**config.mk**
```make
export PLATFORM = sky130hd
export DESIGN_NAME = fetch_unit
export DESIGN_NICKNAME = d
export VERILOG_FILES = /design/src/rtl/fetch_unit.sv
export SDC_FILE = /design/constraint.sdc
export NUM_CORES = 1
export LEC_CHECK = 0
export BUFFER_PORTS_ARGS = -buffer_cell sky130_fd_sc_hd__buf_2
export CORE_ASPECT_RATIO = 0.9
export CORE_MARGIN = 3
export CORE_UTILIZATION = 45
export CTS_CLUSTER_DIAMETER = 100
export DETAILED_ROUTE_END_ITERATION = 12
export PLACE_DENSITY_LB_ADDON = 0.3
export REMOVE_ABC_BUFFERS = 1
export SKIP_LAST_GASP = 1
export SYNTH_ARGS = -nofsm -noshare
export SYNTH_HDL_FRONTEND = slang
export SYNTH_SLANG_ARGS = --single-unit
```
**constraint.sdc**
```tcl
create_clock -name clk -period 4.7 [get_ports clk]
set_input_delay 0.94 -clock clk [delete_from_list [all_inputs] [get_ports clk]]
set_output_delay 0.94 -clock clk [all_outputs]
set_load 0.05 [all_outputs]
```
**src/rtl/fetch_unit.sv**
```systemverilog
// Instruction-fetch stage: owns the PC, addresses the instruction memory and
// fills the IF/ID register, honouring stall, flush and redirect from later stages.
module fetch_unit #(
  parameter logic [31:0] PC_RESET = 32'h0000_3000,
  parameter logic [31:0] IM_BASE  = 32'h0000_3000,
  parameter int unsigned IM_WORDS = 4096
) (
  input  logic        clk,
  input  logic        reset,
  input  logic        stall,
  input  logic        flush,
  input  logic        redirect,
  input  logic [31:0] npc,
  output logic [31:0] im_pc,
  input  logic [31:0] im_instr,
  output logic [31:0] pc,
  output logic [31:0] if_id_instr,
  output logic [31:0] if_id_pc,
  output logic [31:0] if_id_pc8,
  output logic        if_id_valid,
  output logic        if_id_adel
);

  localparam logic [31:0] IM_LIMIT = IM_BASE + 32'(4 * IM_WORDS);

  logic [31:0] pc_q, pc_d;
  logic [31:0] instr_q, instr_d;
  logic [31:0] ipc_q, ipc_d;
  logic [31:0] pc8_q, pc8_d;
  logic        valid_q, valid_d;
  logic        adel_q, adel_d;
  logic        adel_now;

  assign adel_now = (pc_q[1:0] != 2'b00) || (pc_q < IM_BASE) || (pc_q >= IM_LIMIT);

  // A stalled redirect is dropped; ID re-asserts it once the stall clears.
  always_comb begin
    pc_d = pc_q;
    if (!stall) begin
      if (redirect) pc_d = npc;
      else          pc_d = pc_q + 32'd4;
    end
  end

  always_comb begin
    instr_d = instr_q;
    ipc_d   = ipc_q;
    pc8_d   = pc8_q;
    valid_d = valid_q;
    adel_d  = adel_q;
    if (flush) begin
      instr_d = '0;
      ipc_d   = '0;
      pc8_d   = '0;
      valid_d = 1'b0;
      adel_d  = 1'b0;
    end else if (!stall) begin
      instr_d = adel_now ? '0 : im_instr;
      ipc_d   = pc_q;
      pc8_d   = pc_q + 32'd8;
      valid_d = 1'b1;
      adel_d  = adel_now;
    end
  end

  always_ff @(posedge clk or posedge reset) begin
    if (reset) begin
      pc_q    <= PC_RESET;
      instr_q <= '0;
      ipc_q   <= '0;
      pc8_q   <= '0;
      valid_q <= 1'b0;
      adel_q  <= 1'b0;
    end else begin
      pc_q    <= pc_d;
      instr_q <= instr_d;
      ipc_q   <= ipc_d;
      pc8_q   <= pc8_d;
      valid_q <= valid_d;
      adel_q  <= adel_d;
    end
  end

  assign pc          = pc_q;
  assign im_pc       = pc_q;
  assign if_id_instr = instr_q;
  assign if_id_pc    = ipc_q;
  assign if_id_pc8   = pc8_q;
  assign if_id_valid = valid_q;
  assign if_id_adel  = adel_q;

endmodule

```
### Word-level counts from Yosys, hierarchy flattened

Index checks and enable logic that the tools add are counted.

* flip-flop bits (word level): 130
* input port bits: 69

* add/sub/neg operators: 2
* magnitude comparators: 2
* equality and inequality tests: 1
* mux-type cells: 12
* reductions and logical operators: 3

Operators with widths (number)
* $mux 32: 8
* $add 32x3->32 const B: 1
* $add 32x4->32 const B: 1
* $ge 32x15->1 const B: 1
* $lt 32x14->1 const B: 1
* $mux 1: 4
* $logic_or 1x1->1: 2
* $ne 2x1->1 const B: 1
* $reduce_bool 2->1: 1

### Logic depth before layout (Yosys ltp)

Gate-level depths: netlist of the first run.

* word-level depth: 6
* depth in mapped cells: 6
* depth with buffers taken out: 5

### Least setup slack after synthesis of the first run

OpenSTA, ideal clock, no wires.

* path kind: flip-flop to flip-flop
* from: reg pc_q[4], in the netlist im_pc[4]
* to: reg pc8_q[23], in the netlist if_id_pc8[23]
* data arrival time: 2499 ps
* required time: 4578 ps
* path slack: 2079 ps
* stages on the path, launching flop included: 7
* path buffers: 1
* clock period less this slack: 2621 ps
* cell sequence: dfrtp_1 ha_1 nand4_2 or4_1 buf_2 or3_1 a2111oi_1

* longest elaborated chain between the ends: 3

RTL lines
* start, declared: RTL line 26 `logic [31:0] pc_q, pc_d;`
* start signal, assigned: RTL line 75 `pc_q <= pc_d;`
* $add 32x4->32: RTL line 60 `pc8_d = pc_q + 32'd8;`
* $mux 32: RTL line 57 `end else if (!stall) begin`
* $mux 32: RTL line 51 `if (flush) begin`
* end signal, assigned: RTL line 78 `pc8_q <= pc8_d;`
* end, declared: RTL line 29 `logic [31:0] pc8_q, pc8_d;`

No other way between the ends. The select of a mux whose other input is x is not followed.
A chain may end at the register's enable or synchronous reset.

### Final worst setup path of the first run

* from: reg pc_q[23], in the netlist im_pc[23]
* to: reg instr_q[14], in the netlist if_id_instr[14]

* longest elaborated chain between the ends: 6
* elaborated cells on any way between the ends: 7
* classes of those cells: 2 x order compare; 3 x mux; 2 x reduce/logical

RTL lines
* $lt 32x14->1: RTL line 34 `assign adel_now = (pc_q[1:0] != 2'b00) || (pc_q < IM_BASE) || (pc_q >= IM_LIMIT);`
* $logic_or 1x1->1: RTL line 34
* $logic_or 1x1->1 (*): RTL line 34
* $mux 32 (*): RTL line 58 `instr_d = adel_now ? '0 : im_instr;`
* $mux 32 (*): RTL line 57
* $mux 32 (*): RTL line 51
* end signal, assigned: RTL line 76 `instr_q <= instr_d;`
* end, declared: RTL line 27 `logic [31:0] instr_q, instr_d;`

Every way passes the cells marked *; elsewhere a longest branch is shown, timed or not. The select of a mux whose other input is x is not followed.

==> results of run 1 <==
-- cell families (layout without fill, tap and decap cells) --
kind of cell / Yosys count / in the layout
compound gates: 161 / 161
xor+xnor: 12 / 12
mux: 29 / 29
flops: 127 / 127
simple gates: 315 / 315
buf+inv: 157 / 316
fa+ha+maj: 3 / 3
-- area by class of cell --
cell class	instances	area [um2]
fillers	1393	6440
clock buffers	21	480
well taps	198	248
repair buffers	236	1200
clock inverters	11	136
inverters	48	185
multi-input cells	520	3150
flip-flops and latches	127	3180
-- state kept, by name, summed over array words and instances (netlist names) --
name         cells
if_id_adel       1
if_id_instr     32
if_id_pc        32
if_id_pc8       29
if_id_valid      1
im_pc           32
-- metrics by stage --
step                total power [mW]  utilization
floorplan                       1.98            -
global placement                2.28        0.530
detailed placement              2.29        0.530
CTS                             3.66        0.571
global route                    3.79        0.571
finish                          3.64        0.571
-- worst reg2reg max path, stage by stage (launching register included) --
cell,delay (ns)
dfrtp_1,0.56
nor4_1,0.50
nand3_1,0.89
or4_1,0.81
a21oi_1,0.17
-- path summary, 6_finish.rpt --
| check | startpoint | cells past startpoint | endpoint | slack (ns) |
|---|---|---|---|---|
| worst max-delay path | im_pc[23] | 4 | if_id_instr[14] | 1.68 |
| worst min-delay path | if_id_valid | 1 | if_id_valid | 0.47 |
| worst max register to register | im_pc[23] | 4 | if_id_instr[14] | 1.68 |
| worst min register to register | if_id_valid | 1 | if_id_valid | 0.47 |
| max in group asynchronous | reset | 3 | im_pc[13] | 2.99 |
| min in group asynchronous | reset | 2 | if_id_instr[8] | 0.75 |
-- report_power, final --
group | total [mW] | switching (mW) | internal (mW)
clock network | 1.37 | 0.486 | 0.885
logic | 0.921 | 0.700 | 0.220
registers | 1.35 | 0.173 | 1.18
total | 3.64 | 1.36 | 2.28
-- layout by cell type, fill, tap and decap left out, types with 20 or more instances in the layout --
| cell type | n |
|---|---|
| a21oi_1 | 54 |
| buf_2 | 228 |
| dfrtp_1 | 125 |
| inv_1 | 45 |
| mux2i_1 | 29 |
| nand2_1 | 76 |
| nand3_1 | 26 |
| nand4_1 | 20 |
| nor2_1 | 72 |
| o21ai_0 | 27 |
| or4_1 | 44 |
-- routing by layer --
| metal | vias to the layer above | track usage | part of all wire |
|---|---|---|---|
| met5 | - | 0 | 0 |
| met4 | 0 | 0.0790 | 0.017 |
| met3 | 38 | 0.0622 | 0.088 |
| met2 | 300 | 0.368 | 0.46 |
| met1 | 3225 | 0.341 | 0.44 |
| li1 | 3149 | - | - |
==> flow_summary.yaml, run 1 <==
timing:
  tns_ns: 0
  finalSetupViolations: 0
  finClkSkew_ns: 0.00798
  slew_violations: 0
  grt_setup_unrepaired: "no"
  worst_slew_pin_slew_ns: 1.15
  whs_ns: 0.472
  fin_crit_sh: 0.643
  maxSlewHeadroom: 0.232
  fmax_mhz: 331
  worst_slack_ns: 1.68
  hold_viol: 0
  period_minus_slack_ns: 3.02
logic_synthesis:
  synth_commonest_cells: "125 x dfrtp_1, 76 x nand2_1, 72 x nor2_1, 54 x a21oi_1, 54 x clkbuf_1"
  avgSynthCellArea_um2: 8.80
  synth_edf_count: 0
  yosysTopAreaCell: "dfrtp_1"
  synth_cells: 804
  synthSimpleGateAreaFrac: 0.234
  synth_top_area_share: 0.442
  ys_seq_elements: 127
  synth_xor_area_frac: 0.0149
  async_flop_share: 1.00
  post-synth-top-count-cell: "dfrtp_1"
  synth_compound_area_frac: 0.150
  yosys.cell_types.count: 63
  synth-main-ff-cell: "dfrtp_1"
  synth.mux.area_fraction: 0.0410
  synth_warnings: 0
  synth_area_leaders: "dfrtp_1 44%, or4_1 4.7%, mux2i_1 4.1%, nand2_1 4.0%, a21oi_1 3.8%"
  synth_fa_ha_area_frac: 0.00531
  synth_top_family_by_area: "simple AND/OR/NAND/NOR gates"
  syn_area_um2: 7080
  seq_area_frac_synth: 0.450
setup_path:
  worstSetupEndpointType: "flop"
  cp.required_ns: 5.03
  path_max_fanout: 33
  path_cells: "nor4_1 > nand3_1 > or4_1 > a21oi_1"
  critical_path_buf_inv_count: 0
  slowest_delay_ns: 0.89
  start_kind: "flop"
  cp_top_family: "simple AND/OR/NAND/NOR gates"
  crit_slowest_cell: "nand3_1"
  crit_type: "reg2reg"
  worstPathArrival_ns: 3.35
clock_network:
  htree_levels: 4
  post-cts-setup-buffer-count: 0
  cts_tree: "built"
  ctsHoldBuffers: 0
  post_cts_resize_count: 0
  clk_latency_ns: 0.42
  clk_path_buf_depth: 2
  clock_sinks: 127
  cts_root_buf: "clkbuf_16"
  cts_buffers: 17
  cts.clk_slew.worst_paths_ns: 0.06
route:
  ant_nets: 0
  drt_iter0_drc: 600
  drtPass1Iterations: 5
  avgRoutedWirePerCell_um: 18.3
  viasPerCell: 5.78
  route.detailed.drc: 0
  vias: 6712
  routed_wl_mm: 21.2
pwr:
  p_leak_nw: 4.09
  power_density_nw_per_um2: 424
  vdd_drop_max_uv: 314
global_routing:
  grt.overflow.total: 0
  grt_pass1_wl_mm: 34.2
  grt_usage: 0.242
  grt_max_degree: 107
  antenna_found_initial: 0
  first_global_vias: 6265
floorplanning:
  io_pins: 231
  rows: 42
  initial_core_util: 0.471
  chipHeight_um: 125
  coreArea_um2: 15000
  die_x_um: 138
  dieArea_um2: 17300
final_layout:
  fin_cells: 1161
  layout-drive-gt1-share: 0.291
  n_antenna_cell: 0
  area_growth_pct: 21.3
  stdcell_area_um2: 8590
  final_net_count: 1022
placed_design:
  dp.cells: 1129
  place_area_um2: 7970
  pre_cts_ws_ns: 1.39
  place.gp.congestion: 0.859
  dp_hpwl_mm: 14.0
  port_buffers: 230
status:
  outcome: "finished clean"
flow_run:
  drv_cap: 0
worst_hold_path:
  hp-class: "reg2reg"
Power figures use the tool's default switching activity.
==> run 2: changes to the inputs <==
Clock period 4.7 ns to 2.9 ns, I/O delays scaled along.
==> run 2 against run 1 <==
  * Via count grew 1.3%
  * Worst setup slack lost 1.4 ns
  * Clock skew grew 0.0035 ns
  * Power grew 59%
  * Critical path type unchanged
  * Highest routed layer unchanged
==> flow_summary.yaml, run 2 (synthesized netlist as in run 1, its figures left out) <==
floorplanning:
  dieArea_um2: 17300
  die_x_um: 138
  rows: 42
  initial_core_util: 0.471
  chipHeight_um: 125
  coreArea_um2: 15000
  io_pins: 231
route:
  route.detailed.drc: 0
  viasPerCell: 5.74
  ant_nets: 0
  drt_iter0_drc: 645
  avgRoutedWirePerCell_um: 18.2
  drtPass1Iterations: 5
  vias: 6801
  routed_wl_mm: 21.6
placed_design:
  dp.cells: 1152
  pre_cts_ws_ns: 0.320
  port_buffers: 230
  place.gp.congestion: 0.896
  dp_hpwl_mm: 15.1
timing:
  fin_crit_sh: 0.899
  fmax_mhz: 384
  finalSetupViolations: 0
  grt_setup_unrepaired: "no"
  worst_slack_ns: 0.293
  whs_ns: 0.224
  hold_viol: 0
  worst_slew_pin_slew_ns: 0.640
  finClkSkew_ns: 0.0115
  period_minus_slack_ns: 2.61
  maxSlewHeadroom: 0.569
  slew_violations: 0
final_layout:
  area_growth_pct: 23.2
  layout-drive-gt1-share: 0.300
  final_common_cell: "buf_2"
  final_net_count: 1045
  n_antenna_cell: 0
  fin_cells: 1184
  final_cell_mix: "228 x buf_2, 125 x dfrtp_1, 76 x nand2_1, 72 x nor2_1, 54 x a21oi_1"
  final_util: 0.580
setup_path:
  worstSetupEndpointType: "flop"
  start_kind: "flop"
  crit_type: "reg2reg"
  path_max_fanout: 10
  cp.required_ns: 3.19
  worstPathArrival_ns: 2.90
pwr:
  power_density_nw_per_um2: 665
  fin_total_pwr_mw: 5.80
  p_leak_nw: 4.17
  vdd_drop_max_uv: 441
clock_network:
  post-cts-setup-buffer-count: 0
  cts_tree: "built"
  clk_latency_ns: 0.42
  cts_root_buf: "clkbuf_16"
  cts_buffers: 17
  clock_sinks: 127
  clk_path_buf_depth: 2
  ctsHoldBuffers: 0
  post_cts_resize_count: 0
  htree_levels: 4
  cts.clk_slew.worst_paths_ns: 0.06
global_routing:
  first_global_vias: 6419
  antenna_found_initial: 0
  grt_pass1_wl_mm: 35.1
  grt.overflow.total: 0
  grt_usage: 0.248
  grt_max_degree: 56
flow_run:
  drv_cap: 0
worst_hold_path:
  hp-class: "in2async"
status:
  outcome: "finished clean"
[run 2: per-stage QoR]
step / area, um2 / setup TNS, ns
floorplan: 6520 / -133.11
global placement: 8150 / 0
detailed placement: 8150 / 0
CTS: 8720 / 0
global route: 8720 / 0
finish: 8720 / 0
[run 2: worst paths after layout]
check | from | endpoint | slack (ns) | cells after the start
min reg2reg | if_id_valid | if_id_valid | 0.47 | 1
max in group asynchronous | reset | im_pc[13] | 1.91 | 3
min in group clk | npc[1] | im_pc[1] | 0.35 | 3
max | im_pc[4] | if_id_pc8[25] | 0.29 | 5
min | reset | if_id_instr[14] | 0.22 | 2
max reg2reg | im_pc[4] | if_id_pc8[25] | 0.29 | 5
[run 2: cell type report]
cell class | count | area (um2)
clock buffer | 26 | 479
tap | 198 | 248
timing repair buffer | 259 | 1390
sequential | 127 | 3180
fill | 1382 | 6310
clock inverter | 6 | 85.1
inverter | 48 | 185
multi-input combinational | 520 | 3150
[run 2: per-layer routing]
layer | vias up | routed length, um | GRT usage
met1 | 3287 | 9590 | 0.349
met5 | - | 0 | 0
met4 | 0 | 237 | 0.0651
met2 | 287 | 10000 | 0.384
met3 | 18 | 1760 | 0.0630
li1 | 3209 | - | -
[run 2: worst max-delay path: stages (launching register included)]
cell	delay [ns]
dfrtp_1	0.50
ha_1	0.38
nand4_2	0.22
or4_1	0.66
o31a_1	0.32
a2111oi_1	0.40
[run 2: report_power, final]
part	switching, mW	internal, mW
logic	1.20	0.390
clock network	0.759	1.31
registers	0.225	1.91
total	2.19	3.61
